`src/rtl/multiplier16x16_arbiter.sv`:
```
// rtl/multiplier16x16_arbiter.sv - round-robin arbiter sharing one 16x16 multiplier (option: MULT_ARB_STATS_EN adds grant_cnt)

// Combinational unsigned 16x16 -> 32 multiplier
module multiplier16x16 (
  input  logic [15:0] a,
  input  logic [15:0] b,
  output logic [31:0] p
);
  assign p = {16'd0, a} * {16'd0, b};
endmodule

module multiplier16x16_arbiter #(
  parameter int NUM_REQ = 4,
  parameter int ID_W    = 2
) (
  input  logic                  clk,
  input  logic                  rst,
  input  logic [NUM_REQ-1:0]    req,
  input  logic [16*NUM_REQ-1:0] a_in,
  input  logic [16*NUM_REQ-1:0] b_in,
  output logic [NUM_REQ-1:0]    gnt,
  output logic [31:0]           p_out,
  output logic [ID_W-1:0]       p_id,
  output logic                  p_valid,
`ifdef MULT_ARB_STATS_EN
  output logic [15:0]           grant_cnt,
`endif
  input  logic                  p_ready
);

  typedef enum logic [1:0] {IDLE, MUL, RESP} state_t;

  state_t          state, state_next;
  logic [ID_W-1:0] rr_ptr, rr_next, winner, id_r;
  logic [ID_W-1:0] hi_w, lo_w;
  logic            hi_found, lo_found, grant;
  logic [15:0]     a_r, b_r, a_sel, b_sel;
  logic [31:0]     prod;

  multiplier16x16 u_mult (
    .a (a_r),
    .b (b_r),
    .p (prod)
  );

  // Round-robin pick: lowest requester at or above rr_ptr, else lowest overall
  always_comb begin
    hi_found = 1'b0;
    lo_found = 1'b0;
    hi_w     = '0;
    lo_w     = '0;
    for (int i = NUM_REQ - 1; i >= 0; i--) begin
      if (req[i]) begin
        lo_found = 1'b1;
        lo_w     = ID_W'(i);
        if (ID_W'(i) >= rr_ptr) begin
          hi_found = 1'b1;
          hi_w     = ID_W'(i);
        end
      end
    end
    winner  = hi_found ? hi_w : lo_w;
    rr_next = (winner == ID_W'(NUM_REQ - 1)) ? '0 : winner + 1'b1;
  end

  // Operand mux for the winning requester
  always_comb begin
    a_sel = '0;
    b_sel = '0;
    for (int i = 0; i < NUM_REQ; i++) begin
      if (ID_W'(i) == winner) begin
        a_sel = a_in[16*i +: 16];
        b_sel = b_in[16*i +: 16];
      end
    end
  end

  // Next-state logic; grants are only evaluated in IDLE
  always_comb begin
    state_next = state;
    grant      = 1'b0;
    case (state)
      IDLE: begin
        if (lo_found) begin
          grant      = 1'b1;
          state_next = MUL;
        end
      end
      MUL:     state_next = RESP;
      RESP:    if (p_ready) state_next = IDLE;
      default: state_next = IDLE;
    endcase
  end

  // State register
  always_ff @(posedge clk) begin
    if (rst) state <= IDLE;
    else     state <= state_next;
  end

  // Grant, operand capture, product register and result handshake
  always_ff @(posedge clk) begin
    if (rst) begin
      gnt     <= '0;
      rr_ptr  <= '0;
      a_r     <= '0;
      b_r     <= '0;
      id_r    <= '0;
      p_out   <= '0;
      p_id    <= '0;
      p_valid <= 1'b0;
    end else begin
      gnt <= '0;
      if (grant) begin
        a_r    <= a_sel;
        b_r    <= b_sel;
        id_r   <= winner;
        gnt    <= NUM_REQ'(1) << winner;
        rr_ptr <= rr_next;
      end
      if (state == MUL) begin
        p_out   <= prod;
        p_id    <= id_r;
        p_valid <= 1'b1;
      end
      if (state == RESP && p_ready) p_valid <= 1'b0;
    end
  end

`ifdef MULT_ARB_STATS_EN
  // Count grant pulses, wrapping at 16 bits
  always_ff @(posedge clk) begin
    if (rst)        grant_cnt <= '0;
    else if (grant) grant_cnt <= grant_cnt + 16'd1;
  end
`endif

endmodule

```
`config.mk`:
```
export PLATFORM = sky130hd
export DESIGN_NAME = multiplier16x16_arbiter
export DESIGN_NICKNAME = d
export VERILOG_FILES = /design/src/rtl/multiplier16x16_arbiter.sv
export SDC_FILE = /design/constraint.sdc
export NUM_CORES = 1
export LEC_CHECK = 0
export BUFFER_PORTS_ARGS = -buffer_cell sky130_fd_sc_hd__clkbuf_2
export CORE_UTILIZATION = 60
export DETAILED_ROUTE_END_ITERATION = 6
export PLACE_DENSITY = 0.94
export SYNTH_ARGS = -nofsm -noshare
export SYNTH_HDL_FRONTEND = slang
export SYNTH_SLANG_ARGS = --single-unit
```
`constraint.sdc`:
```
create_clock -name clk -period 9.9 [get_ports clk]
set_clock_uncertainty 0.2 [all_clocks]
set_input_delay 0.99 -clock clk [delete_from_list [all_inputs] [get_ports clk]]
set_output_delay 0.99 -clock clk [all_outputs]
set_load 0.05 [all_outputs]
```
==> metrics.txt <==
Cell Int Power 1.23 mW; post-detailed-route count of antenna-violating nets 0; placed cell area 13100 µm²; Final #Nets 2016; post-synthesis async set-or-reset flop share 0%; critical path required time 9.94 ns; Final Max Slew Viols 0; post-synthesis instance total 1474; gpl congestion 0.972; count of input and output buffers 173; final count of hold timing violations 0; Row Count 51; synthesized net count 1911; Fill cells 1504; share of the synthesized area in the top cell type 32.0%; total negative setup slack 0 ns; Static Leakage 6.79 nW; CTS tree built; power density of the placed cells 189 nW/µm²; fin area 13400 µm²; P&R area growth vs syn 10.4%; Hold Buf Count CTS 0; top post-synthesis cells by count 235 x sky130_fd_sc_hd__nand2_1, 227 x sky130_fd_sc_hd__inv_1, 194 x sky130_fd_sc_hd__fa_1, 126 x sky130_fd_sc_hd__and2_1, 108 x sky130_fd_sc_hd__ha_1; max-capacitance violation count 0; detailed-routing iteration count for the pre-antenna-repair pass 6; count of H-tree levels built during CTS 3; Clk Latency, worst-skew pair 0.35 ns; buffer type at the clock tree root sky130_fd_sc_hd__clkbuf_16; Horiz. Die Dim 144 µm; Num CTS Buffers 9; Synth area leaders sky130_fd_sc_hd__fa_1 32%, sky130_fd_sc_hd__dfxtp_1 13%, sky130_fd_sc_hd__ha_1 11%; number of gates given a new drive strength after cts 0; total die area 20800 µm²; number of global-route vias before repair 11000; Post-CTS Setup Bufs 0; Max Fanout on Critical Path 17; global-route usage over all layers 34.4%; half-perimeter wire length after detailed placement 26700 µm; Core Region 19700 µm²; Initial Util 61.8%; number of DRC markers after the initial detailed-route iteration 963; remaining global-route overflow 0; io pins 174; transition time at the pin with the least slew margin 1.16 ns; Bufs on Longest Clock Path 2; Post-Syn Area 12200 µm²; wire length of the first global-routing pass 54100 µm; cell taking the most area after synthesis sky130_fd_sc_hd__fa_1; library cell with the highest instance count after synthesis sky130_fd_sc_hd__nand2_1; flops & latches, synth 77; outcome complete, no violations; proportion of synthesized chip area in sequential cells 12.7%; minimum clock period after layout 6.89 ns; pin count of the biggest net entering global routing 75; Period Utilization, post-route 69.6%; initial antenna violation count 1; category of the most critical setup path reg2reg; unrepaired setup endpoints after global routing no; P_sw 1.31 mW; arrival time of the worst setup path 6.94 ns; type of the tightest min-delay check reg2reg; Setup crit end kind register; Clk pwr share 15.5%; number of distinct library cells after synthesis 52; power share of the sequential group 20.6%; height of the chip 144 µm; number of clock sinks 77; Power Total 2.54 mW; achievable frequency 145 MHz; portion of total power attributed to combinational logic 63.9%; routed len/inst 18.6 µm; type of origin of the critical path register; number of synthesized flops with an enable pin 0; VDD IR-drop max 0.000115 V; Slew HR 22.5%; Setup Viol. Count Final 0; fraction of power spent switching nets 51.6%; mean cell area of the mapped netlist 8.25 µm²; Yosys warning count 0; most common flop cell mapped by yosys sky130_fd_sc_hd__dfxtp_1; fraction of layout cells with a size suffix above 1 12.9%; total via count in the routed design 10900; remaining routing DRC violations 0; routed via count divided by cell count 5.88; Clk pin slew, worst setup/hold paths 0.06 ns; Total Routed Length 34400 µm
## metrics by stage
stage          utilization (%)  setup WS, ns  hold WS (ns)  instances
6_report                  68.3          3.01         0.257       1850
2_1_floorplan                -          3.61         0.232       1474
3_3_place_gp              66.5          3.31         0.240       1833
5_1_grt                   68.3          2.76         0.278       1850
3_5_place_dp              66.5          3.12         0.249       1833
4_1_cts                   68.3          3.08         0.259       1849
## final timing paths
check	startpoint	to	slack (ns)	cells after the start
setup reg to reg	b_r[8]$_SDFFE_PP0P_	p_out[31]$_SDFFE_PP0N_	3.01	20
setup / recovery	b_r[8]$_SDFFE_PP0P_	p_out[31]$_SDFFE_PP0N_	3.01	20
hold / removal	p_out[10]$_SDFFE_PP0N_	p_out[10]$_SDFFE_PP0N_	0.26	2
hold reg to reg	p_out[10]$_SDFFE_PP0N_	p_out[10]$_SDFFE_PP0N_	0.26	2
## logic make-up after synthesis
kind of cell	count (synthesis)	share of synthesized area, %
buf+inv	311	9.80
simple gates	491	18.7
compound gates	264	13.6
flops	77	12.7
mux	1	0.0824
xor+xnor	28	2.02
fa+ha+maj	302	43.1
## critical path, stage by stage (launching register included)
cell and delay (ns):
sky130_fd_sc_hd__dfxtp_1 0.83, sky130_fd_sc_hd__nand2_1 0.17, sky130_fd_sc_hd__fa_1 0.54, sky130_fd_sc_hd__inv_1 0.05
sky130_fd_sc_hd__fa_1 0.51, sky130_fd_sc_hd__inv_1 0.06, sky130_fd_sc_hd__fa_1 0.54, sky130_fd_sc_hd__inv_1 0.05
sky130_fd_sc_hd__fa_1 0.45, sky130_fd_sc_hd__fa_1 0.49, sky130_fd_sc_hd__inv_1 0.05, sky130_fd_sc_hd__fa_1 0.48
sky130_fd_sc_hd__inv_1 0.04, sky130_fd_sc_hd__ha_1 0.34, sky130_fd_sc_hd__and3_1 0.26, sky130_fd_sc_hd__a211oi_2 0.20
sky130_fd_sc_hd__o211ai_1 0.18, sky130_fd_sc_hd__o21ba_2 0.30, sky130_fd_sc_hd__a311o_1 0.39, sky130_fd_sc_hd__or4_1 0.43
sky130_fd_sc_hd__and3_1 0.20
## per-layer routing
layer  vias to the layer above  track usage, %  wire (µm)  share of wire (%)
met5                         -               0          0                  0
met4                         0            23.3       2420                7.0
met3                       163            4.67       2690                7.8
met2                       631            60.2      17400                 51
met1                      5207            39.0      11900                 35
li1                       4875               -          -                  -
## power by group through the flow
stage,Combinational (mW),Sequential (mW),Clock (mW)
6_report,1.62,0.523,0.395
5_1_grt,1.81,0.526,0.406
4_1_cts,1.62,0.513,0.392
3_5_place_dp,1.60,0.517,0
3_3_place_gp,1.54,0.511,0
2_1_floorplan,1.16,0.515,0
## cell type report
type | instances | area (µm²) | area share (%)
multi-input cells | 1086 | 9440 | 70.3
flip-flops and latches | 77 | 1540 | 11.5
repair buffers | 178 | 903 | 6.73
inverters | 227 | 852 | 6.35
well taps | 265 | 332 | 2.47
clock buffers | 10 | 229 | 1.71
clock inverters | 6 | 119 | 0.886
diodes | 1 | 2.50 | 0.0187
## layout by cell type (no fill, tap or decap), types with 49 or more instances in the layout
cell type,synthesis,layout
sky130_fd_sc_hd__fa_1,194,194
sky130_fd_sc_hd__nand2_1,235,235
sky130_fd_sc_hd__ha_1,108,106
sky130_fd_sc_hd__and2_1,126,126
sky130_fd_sc_hd__o21ai_0,49,49
sky130_fd_sc_hd__inv_1,227,227
sky130_fd_sc_hd__dfxtp_1,77,77
sky130_fd_sc_hd__nor2_1,84,84
sky130_fd_sc_hd__a21oi_1,90,90
sky130_fd_sc_hd__clkbuf_2,0,173
## sequential cells by signal, summed over array words and instances, names as in the netlist
register / count
gnt: 4
p_out: 32
rr_ptr: 2
a_r: 16
id_r: 2
state: 2
p_valid: 1
p_id: 2
b_r: 16
(Power assumes the default switching activity.)
